File: config.mk
export PLATFORM = sky130hd
export DESIGN_NAME = mem_arbiter_flat
export DESIGN_NICKNAME = d
export VERILOG_FILES = /design/src/rtl/mem_arbiter_if.sv /design/src/rtl/mem_arbiter.sv /design/src/flat_wrapper.sv
export SDC_FILE = /design/constraint.sdc
export NUM_CORES = 1
export LEC_CHECK = 0
export BUFFER_PORTS_ARGS = -buffer_cell sky130_fd_sc_hd__buf_2
export CORE_ASPECT_RATIO = 0.75
export CORE_UTILIZATION = 40
export CTS_CLUSTER_SIZE = 8
export DETAILED_ROUTE_END_ITERATION = 7
export PLACE_DENSITY = 0.85
export SLEW_MARGIN = 10
export SYNTH_ARGS = -nofsm -noshare
export SYNTH_HDL_FRONTEND = slang
export SYNTH_SLANG_ARGS = --single-unit
File: constraint.sdc
create_clock -name clk -period 1.5 [get_ports clk]
set_input_delay 0.3 -clock clk [delete_from_list [all_inputs] [get_ports clk]]
set_output_delay 0.3 -clock clk [all_outputs]
set_load 0.05 [all_outputs]
File: src/rtl/mem_arbiter_if.sv
// Bundle of the IF/LS requester channels, shared response and the memory port.
// The master modport is the arbiter's view; slave is the requesters plus memory.
interface mem_arbiter_if #(
  parameter int AW = 32,
  parameter int DW = 32
);
  logic            if_valid;
  logic            if_ready;
  logic [AW-1:0]   if_addr;
  logic            if_rvalid;
  logic            ls_valid;
  logic            ls_ready;
  logic [AW-1:0]   ls_addr;
  logic            ls_wen;
  logic [DW-1:0]   ls_wdata;
  logic [DW/8-1:0] ls_wmask;
  logic            ls_rvalid;
  logic [DW-1:0]   resp_rdata;
  logic            mem_valid;
  logic            mem_ready;
  logic [AW-1:0]   mem_addr;
  logic            mem_wen;
  logic [DW-1:0]   mem_wdata;
  logic [DW/8-1:0] mem_wmask;
  logic            mem_rvalid;
  logic [DW-1:0]   mem_rdata;

  modport master (
    input  if_valid, if_addr, ls_valid, ls_addr, ls_wen, ls_wdata, ls_wmask,
    input  mem_ready, mem_rvalid, mem_rdata,
    output if_ready, if_rvalid, ls_ready, ls_rvalid, resp_rdata,
    output mem_valid, mem_addr, mem_wen, mem_wdata, mem_wmask
  );

  modport slave (
    output if_valid, if_addr, ls_valid, ls_addr, ls_wen, ls_wdata, ls_wmask,
    output mem_ready, mem_rvalid, mem_rdata,
    input  if_ready, if_rvalid, ls_ready, ls_rvalid, resp_rdata,
    input  mem_valid, mem_addr, mem_wen, mem_wdata, mem_wmask
  );
endinterface

File: src/rtl/mem_arbiter.sv
// Shares one memory port between instruction fetch and load/store, one request at a time.
// LS wins ties; a starvation counter forces an IF grant after STARVE_LIM LS grants in a row.
module mem_arbiter #(
  parameter int AW         = 32,
  parameter int DW         = 32,
  parameter int STARVE_LIM = 4
) (
  input  logic           clk,
  input  logic           rst,
  mem_arbiter_if.master  bus,
  output logic           arb_busy
);
  localparam int MW = DW / 8;
  localparam int CW = $clog2(STARVE_LIM + 1);

  typedef enum logic [1:0] {IDLE, ISSUE, WAIT} state_t;

  state_t          state;
  state_t          state_next;
  logic            owner_ls;
  logic            owner_ls_next;
  logic [CW-1:0]   starve_cnt;
  logic [CW-1:0]   starve_cnt_next;
  logic            starved;
  logic            grant_ls;
  logic            grant_if;
  logic [AW-1:0]   addr_q;
  logic            wen_q;
  logic [DW-1:0]   wdata_q;
  logic [MW-1:0]   wmask_q;
  logic [DW-1:0]   resp_q;
  logic            if_rvalid_q;
  logic            ls_rvalid_q;

  // Ready is held low while reset is asserted so every output reads 0 during reset.
  always_comb begin
    starved  = bus.if_valid && (starve_cnt == CW'(STARVE_LIM));
    grant_ls = (state == IDLE) && rst && bus.ls_valid && !starved;
    grant_if = (state == IDLE) && rst && bus.if_valid && !grant_ls;
  end

  always_ff @(posedge clk or negedge rst) begin
    if (!rst) begin
      state      <= IDLE;
      owner_ls   <= 1'b0;
      starve_cnt <= '0;
    end else begin
      state      <= state_next;
      owner_ls   <= owner_ls_next;
      starve_cnt <= starve_cnt_next;
    end
  end

  always_comb begin
    state_next      = state;
    owner_ls_next   = owner_ls;
    starve_cnt_next = starve_cnt;
    case (state)
      IDLE: begin
        if (grant_ls) begin
          state_next      = ISSUE;
          owner_ls_next   = 1'b1;
          starve_cnt_next = bus.if_valid ? starve_cnt + 1'b1 : '0;
        end else if (grant_if) begin
          state_next      = ISSUE;
          owner_ls_next   = 1'b0;
          starve_cnt_next = '0;
        end
      end
      ISSUE: begin
        if (bus.mem_ready) state_next = WAIT;
      end
      WAIT: begin
        if (bus.mem_rvalid) state_next = IDLE;
      end
      default: state_next = IDLE;
    endcase
  end

  // IF requests are always reads, so their write payload is forced to zero.
  always_ff @(posedge clk or negedge rst) begin
    if (!rst) begin
      addr_q  <= '0;
      wen_q   <= 1'b0;
      wdata_q <= '0;
      wmask_q <= '0;
    end else if (grant_ls) begin
      addr_q  <= bus.ls_addr;
      wen_q   <= bus.ls_wen;
      wdata_q <= bus.ls_wdata;
      wmask_q <= bus.ls_wmask;
    end else if (grant_if) begin
      addr_q  <= bus.if_addr;
      wen_q   <= 1'b0;
      wdata_q <= '0;
      wmask_q <= '0;
    end
  end

  // A memory response outside WAIT is a protocol violation and is dropped.
  always_ff @(posedge clk or negedge rst) begin
    if (!rst) begin
      resp_q      <= '0;
      if_rvalid_q <= 1'b0;
      ls_rvalid_q <= 1'b0;
    end else begin
      if_rvalid_q <= 1'b0;
      ls_rvalid_q <= 1'b0;
      if (state == WAIT && bus.mem_rvalid) begin
        resp_q <= bus.mem_rdata;
        if (owner_ls) ls_rvalid_q <= 1'b1;
        else          if_rvalid_q <= 1'b1;
      end
    end
  end

  assign bus.if_ready   = grant_if;
  assign bus.ls_ready   = grant_ls;
  assign bus.if_rvalid  = if_rvalid_q;
  assign bus.ls_rvalid  = ls_rvalid_q;
  assign bus.resp_rdata = resp_q;
  assign bus.mem_valid  = (state == ISSUE);
  assign bus.mem_addr   = addr_q;
  assign bus.mem_wen    = wen_q;
  assign bus.mem_wdata  = wdata_q;
  assign bus.mem_wmask  = wmask_q;
  assign arb_busy       = (state != IDLE);
endmodule

File: src/flat_wrapper.sv
// flat-port wrapper written by rule: the top's interface ports become plain ports
module mem_arbiter_flat 
#(
  parameter int AW         = 32,
  parameter int DW         = 32,
  parameter int STARVE_LIM = 4
)
  (clk, rst, arb_busy, bus_if_valid, bus_if_addr, bus_ls_valid, bus_ls_addr, bus_ls_wen, bus_ls_wdata, bus_ls_wmask, bus_mem_ready, bus_mem_rvalid, bus_mem_rdata, bus_if_ready, bus_if_rvalid, bus_ls_ready, bus_ls_rvalid, bus_resp_rdata, bus_mem_valid, bus_mem_addr, bus_mem_wen, bus_mem_wdata, bus_mem_wmask);
  mem_arbiter_if #(.AW(AW), .DW(DW)) bus_i ();
  input  logic clk;
  input  logic rst;
  output logic arb_busy;
  input wire logic [$bits(bus_i.if_valid)-1:0] bus_if_valid;
  input wire logic [$bits(bus_i.if_addr)-1:0] bus_if_addr;
  input wire logic [$bits(bus_i.ls_valid)-1:0] bus_ls_valid;
  input wire logic [$bits(bus_i.ls_addr)-1:0] bus_ls_addr;
  input wire logic [$bits(bus_i.ls_wen)-1:0] bus_ls_wen;
  input wire logic [$bits(bus_i.ls_wdata)-1:0] bus_ls_wdata;
  input wire logic [$bits(bus_i.ls_wmask)-1:0] bus_ls_wmask;
  input wire logic [$bits(bus_i.mem_ready)-1:0] bus_mem_ready;
  input wire logic [$bits(bus_i.mem_rvalid)-1:0] bus_mem_rvalid;
  input wire logic [$bits(bus_i.mem_rdata)-1:0] bus_mem_rdata;
  output wire logic [$bits(bus_i.if_ready)-1:0] bus_if_ready;
  output wire logic [$bits(bus_i.if_rvalid)-1:0] bus_if_rvalid;
  output wire logic [$bits(bus_i.ls_ready)-1:0] bus_ls_ready;
  output wire logic [$bits(bus_i.ls_rvalid)-1:0] bus_ls_rvalid;
  output wire logic [$bits(bus_i.resp_rdata)-1:0] bus_resp_rdata;
  output wire logic [$bits(bus_i.mem_valid)-1:0] bus_mem_valid;
  output wire logic [$bits(bus_i.mem_addr)-1:0] bus_mem_addr;
  output wire logic [$bits(bus_i.mem_wen)-1:0] bus_mem_wen;
  output wire logic [$bits(bus_i.mem_wdata)-1:0] bus_mem_wdata;
  output wire logic [$bits(bus_i.mem_wmask)-1:0] bus_mem_wmask;
  assign bus_i.if_valid = bus_if_valid;
  assign bus_i.if_addr = bus_if_addr;
  assign bus_i.ls_valid = bus_ls_valid;
  assign bus_i.ls_addr = bus_ls_addr;
  assign bus_i.ls_wen = bus_ls_wen;
  assign bus_i.ls_wdata = bus_ls_wdata;
  assign bus_i.ls_wmask = bus_ls_wmask;
  assign bus_i.mem_ready = bus_mem_ready;
  assign bus_i.mem_rvalid = bus_mem_rvalid;
  assign bus_i.mem_rdata = bus_mem_rdata;
  assign bus_if_ready = bus_i.if_ready;
  assign bus_if_rvalid = bus_i.if_rvalid;
  assign bus_ls_ready = bus_i.ls_ready;
  assign bus_ls_rvalid = bus_i.ls_rvalid;
  assign bus_resp_rdata = bus_i.resp_rdata;
  assign bus_mem_valid = bus_i.mem_valid;
  assign bus_mem_addr = bus_i.mem_addr;
  assign bus_mem_wen = bus_i.mem_wen;
  assign bus_mem_wdata = bus_i.mem_wdata;
  assign bus_mem_wmask = bus_i.mem_wmask;
  mem_arbiter #(.AW(AW), .DW(DW), .STARVE_LIM(STARVE_LIM)) u_core (.clk(clk), .rst(rst), .bus(bus_i), .arb_busy(arb_busy));
endmodule
Yosys cells after proc, flatten, opt, wreduce, memory -nomap -nowiden
Index checks and enable logic that the tools add are counted.
{"block": "totals", "reg_bits": 109, "in_bits": 139, "output_inout_bits": 107, "word_cells": 52}
{"block": "classes", "add_sub_neg": 1, "eq_ne": 6, "n_mux": 21, "n_reduce_logical": 14}
{"op": "$mux W32", "count": 4}
{"op": "$mux W3", "count": 3}
{"op": "$mux W2", "count": 4}
{"op": "$mux W4", "count": 2}
{"op": "$logic_and A1 B1 Y1", "count": 7}
{"op": "$mux W1", "count": 7}
{"op": "$pmux W2 S3", "count": 1}
{"op": "$ne A2 B2 Y1 const B", "count": 2}
{"op": "$reduce_bool A2 Y1", "count": 2}
{"op": "$add A3 B1 Y3 const B", "count": 1}
{"op": "$eq A3 B3 Y1 const B", "count": 1}
{"op": "$ne A3 B3 Y1 const B", "count": 1}
{"op": "$reduce_and A3 Y1", "count": 1}
{"op": "$eq A2 B1 Y1 const B", "count": 1}
{"op": "$eq A2 B2 Y1 const B", "count": 1}
{"op": "$logic_not A1 Y1", "count": 2}
{"op": "$logic_not A2 Y1", "count": 1}
{"op": "$reduce_and A2 Y1", "count": 1}

Longest topological paths before layout
{"block": "depth", "word_depth": 9, "ltp_mapped": 7, "mapped_depth_nobuf": 5}

Worst setup path after synthesis
No wires, ideal clock.
{"block": "synth_path", "path_kind": "flip-flop to output port", "startpoint": "reg u_core.starve_cnt[0]", "endpoint": "out bus_if_ready", "arrival_time_ns": 1.414, "required_time_ns": 1.200, "path_slack_ns": -0.214, "path_stages_with_launch": 7, "path_buffers": 1, "cell_sequence": "dfrtp_1 inv_1 ha_1 nand2_1 a21o_1 clkbuf_1 inv_1"}
{"block": "synth_via", "elab_chain_cells": 6}
{"element": "from (decl)", "line": "mem_arbiter.sv:22", "source": "logic [CW-1:0] starve_cnt;"}
{"element": "from (signal assigned)", "line": "mem_arbiter.sv:50", "source": "starve_cnt <= starve_cnt_next;"}
{"element": "$eq A3 B3 Y1", "line": "mem_arbiter.sv:37", "source": "starved = bus.if_valid && (starve_cnt == CW'(STARVE_LIM));"}
{"element": "$logic_and A1 B1 Y1", "line": "mem_arbiter.sv:37"}
{"element": "$logic_not A1 Y1", "line": "mem_arbiter.sv:38", "source": "grant_ls = (state == IDLE) && rst && bus.ls_valid && !starved;"}
{"element": "$logic_and A1 B1 Y1", "line": "mem_arbiter.sv:38"}
{"element": "$logic_not A1 Y1", "line": "mem_arbiter.sv:39", "source": "grant_if = (state == IDLE) && rst && bus.if_valid && !grant_ls;"}
{"element": "$logic_and A1 B1 Y1", "line": "mem_arbiter.sv:39"}
{"element": "to (decl)", "line": "flat_wrapper.sv:23", "source": "output wire logic [$bits(bus_i.if_ready)-1:0] bus_if_ready;"}
Every way passes these cells.

Final worst setup path
{"block": "layout_path", "startpoint": "reg u_core.starve_cnt[0]", "endpoint": "out bus_ls_ready"}
{"block": "layout_via", "elab_chain_cells": 4}
{"element": "$eq A3 B3 Y1", "line": "mem_arbiter.sv:37"}
{"element": "$logic_and A1 B1 Y1", "line": "mem_arbiter.sv:37"}
{"element": "$logic_not A1 Y1", "line": "mem_arbiter.sv:38"}
{"element": "$logic_and A1 B1 Y1", "line": "mem_arbiter.sv:38"}
{"element": "to (decl)", "line": "flat_wrapper.sv:25", "source": "output wire logic [$bits(bus_i.ls_ready)-1:0] bus_ls_ready;"}
Every way passes these cells.

==> reports/summary.txt <==
Status: finished with violations
Failing checks: setup timing
Worst setup EP type: output port
Top post-synthesis cells by area: dfrtp_1 62%, mux2_2 8.5%, o221a_2 8.2%
Area added between synthesis and finish: 53.3%
Global-route usage over all layers: 21.0%
Die ar.: 11,400 sq um
Fillers: 798
Sw Ratio: 49.9%
IO Pins: 246
Initial core utilization: 41.8%
# nets final: 711
Final Skew: 0.00711 ns
Final setup fails: 106
Post-synthesis adder-cell area fraction: 0.570%
Die X: 123 um
Placer Congestion: 0.782
Clock Pin Slew Worst Setup and Hold Paths: 0.08 ns
HP Class: in -> async
Register area: 2730 sq um
Category of the most critical setup path: reg -> out
Critical Path, Cell by Cell: inv_2 -> ha_4 -> buf_6 -> nand3_4 -> and3_4 -> buf_8
Initial antenna violation count: 1
Fin worst setup slack: -0.254 ns
Design area: 6730 sq um
Fin crit share: 117%
Gate Count Post-Synth: 301
IO Port Bufs: 245
Met2 wire length: 7.12 mm
Mapped Area: 4390 sq um
RSZ-0062 raised after global routing: true
Post-route minimum period: 1.75 ns
Number of synthesized flops with an enable pin: 0
R2R Path End: u_core.bus.mem_wdata[23]
Routed vias: 3,813
Commonest cells post-synth: 109 x dfrtp_1, 39 x a22o_1, 33 x mux2_2, 32 x nand4b_1, 32 x o221a_2
Asr flop ratio synth: 100%
CTS Buffer Depth: 2
Share of layout cells above drive strength 1: 65.7%
Crit-path slowest cell: dfrtp_1
Post-synthesis xor/xnor area fraction: 0%
Vias in the first global route: 3,760
Met3 WL: 921 um
Register area share after synthesis: 62.1%
Ys flop type: dfrtp_1
Fin Setup TNS: -10.14 ns
Initial drt markers: 166
DR pass1 iterations: 4
Reg2Reg Setup Slack: -0.23 ns
Final wirelength: 13.7 mm
Synth area leader: dfrtp_1
Vias/cell: 5.36
Synth warn: 0
Area after DPL: 5900 sq um
Syn nets: 442
Max-Cap Viols: 0
CTS root buf: clkbuf_16
Num CTS Buffers: 9
CTS H-Tree Depth: 3
CP Data Arrival Time: 1.45 ns
CTS tree: yes
Routed wire per std cell: 19.2 um
Detailed placement HPWL: 8.62 mm
Total gr overflow: 0
Antenna-violating nets left: 0
Synth top area share: 62.1%
Synth Area in Simple Gates: 8.58%
Critical Path Source Type: flop
Clock power share: 13.6%
R2R depth: 8
Worst-path fanout max: 2
Die H: 92.7 um
Mux contribution to synthesized area: 8.47%
Reg2reg start: u_core.starve_cnt[0]
Dpl ws: -0.0835 ns
Net Sw Power: 8.97 mW
Final hold vios: 0
Max incr delay on CP: 0.38 ns
Sequential share of power: 29.2%
Comb power frac: 57.2%
Yosys reg bits: 109
Internal power: 9.02 mW
Slew @ Worst Pin: 0.542 ns
First-pass GRT wire length: 18.1 mm
Synth Area in Compound Gates: 17.0%
Avg Inst Size Synth: 14.6 sq um
Data required time of the critical path: 1.20 ns
Multi-input gate area in the final layout: 1660 sq um
Rel. slew slack: 63.9%
Count leader, synth: dfrtp_1
Fmax: 570 MHz
DRT met1 WL: 5.59 mm
Pwr Density: 2670 nW/um^2
Core area: 10,500 sq um
Worst vdd ir: 1790 uV
Number of core rows: 32
Pwr Total: 18.0 mW
Post-detailed-route DRC marker count: 0
Top Layer Used: met4
Clock sink total: 109
P_leak: 3.41 nW
Final-report max-slew violation count: 0
Clk Latency, worst-skew pair: 0.34 ns
Largest family of logic cells by synthesized area: compound AO/OA/AOI/OAI gates
Largest net degree at the start of global routing: 104
Cell variety after synth: 27
## registers in the layout, indices dropped and copies added (netlist names), 2 cells and up
signal                 count
u_core.bus.resp_rdata     32
u_core.state               2
u_core.starve_cnt          3
u_core.bus.mem_wmask       4
u_core.bus.mem_wdata      32
u_core.bus.mem_addr       32
## how the worst max path moves through the flow
stage	from	end	slack [ns]	cells past startpoint
after floorplan	u_core.starve_cnt[0]	bus_if_ready	-0.07	6
after global placement	u_core.starve_cnt[0]	bus_if_ready	-0.01	6
after detailed placement	u_core.starve_cnt[0]	u_core.bus.mem_wdata[31]	-0.08	7
after CTS	u_core.starve_cnt[0]	bus_ls_ready	-0.27	6
after global routing	u_core.starve_cnt[0]	bus_ls_ready	-0.31	6
final	u_core.starve_cnt[0]	bus_ls_ready	-0.25	6
## cells in the final DEF (no fill, tap or decap), drive strengths merged, types with 2 or more instances in the layout
cell and instances:
buf 278, o21ai 2, inv 10, nor3b 2, a21o 2, nand2 2
clkbuf 15, ha 2, nand4b 32, dfrtp 109, o221a 32, nor2 3
a22o 39, mux2 33
## through the flow
stage               hold WS (ns)  std cells  utilization [%]
floorplan                0.00441        301                -
global route               0.118        711             64.1
CTS                       0.0917        695             61.0
detailed placement         0.257        674             56.3
global placement           0.253        674             56.3
finish                    0.0628        712             64.2
## final cells by class
cell class / instances / area share [%]
Inverter: 6 / 0.372
Timing Repair Buffer: 285 / 27.3
Sequential cell: 109 / 40.5
Multi-Input combinational cell: 159 / 24.7
Clock inverter: 6 / 1.13
Clock buffer: 10 / 3.40
Tap cell: 136 / 2.53
Antenna cell: 1 / 0.0372
## critical path: cells and delay by family (launching register included)
family                     cells  cell delay, ns
DFF                            1            0.38
and+or+nand+nor                2            0.26
buffers and inverters          3            0.31
adders and majority gates      1            0.16
## cells by family after synthesis
logic type,Yosys count
buf+inv,33
simple gates,46
compound gates,78
fa+ha+maj,2
mux,33
flops,109
## power by group through the flow
stage          Clock [mW]  Combinational, mW  Sequential, mW
2_1_floorplan           0               2.09            10.0
3_3_place_gp            0               9.21            5.17
3_5_place_dp            0               9.40            5.20
4_1_cts              2.49               9.71            5.21
5_1_grt              2.63               10.7            5.40
6_report             2.44               10.3            5.25
## what timing repair did
| action | CTS | global route |
|---|---|---|
| hold buffers | 1 | 0 |
| gates resized for setup | 29 | 30 |
| endpoints found under the setup margin | 73 | 106 |
| gates cloned | 1 | 8 |
| endpoints found under the hold margin | 6 | 0 |
| pin swaps | 4 | 4 |
| setup buffers | 4 | 8 |
## per-layer routing
layer / global-route usage, % / vias up
met5: 0 / -
met4: 4.47 / 0
met3: 5.97 / 7
met2: 38.2 / 173
met1: 24.3 / 1910
li1: - / 1723
No activity file was read; power rests on OpenSTA's default activity.
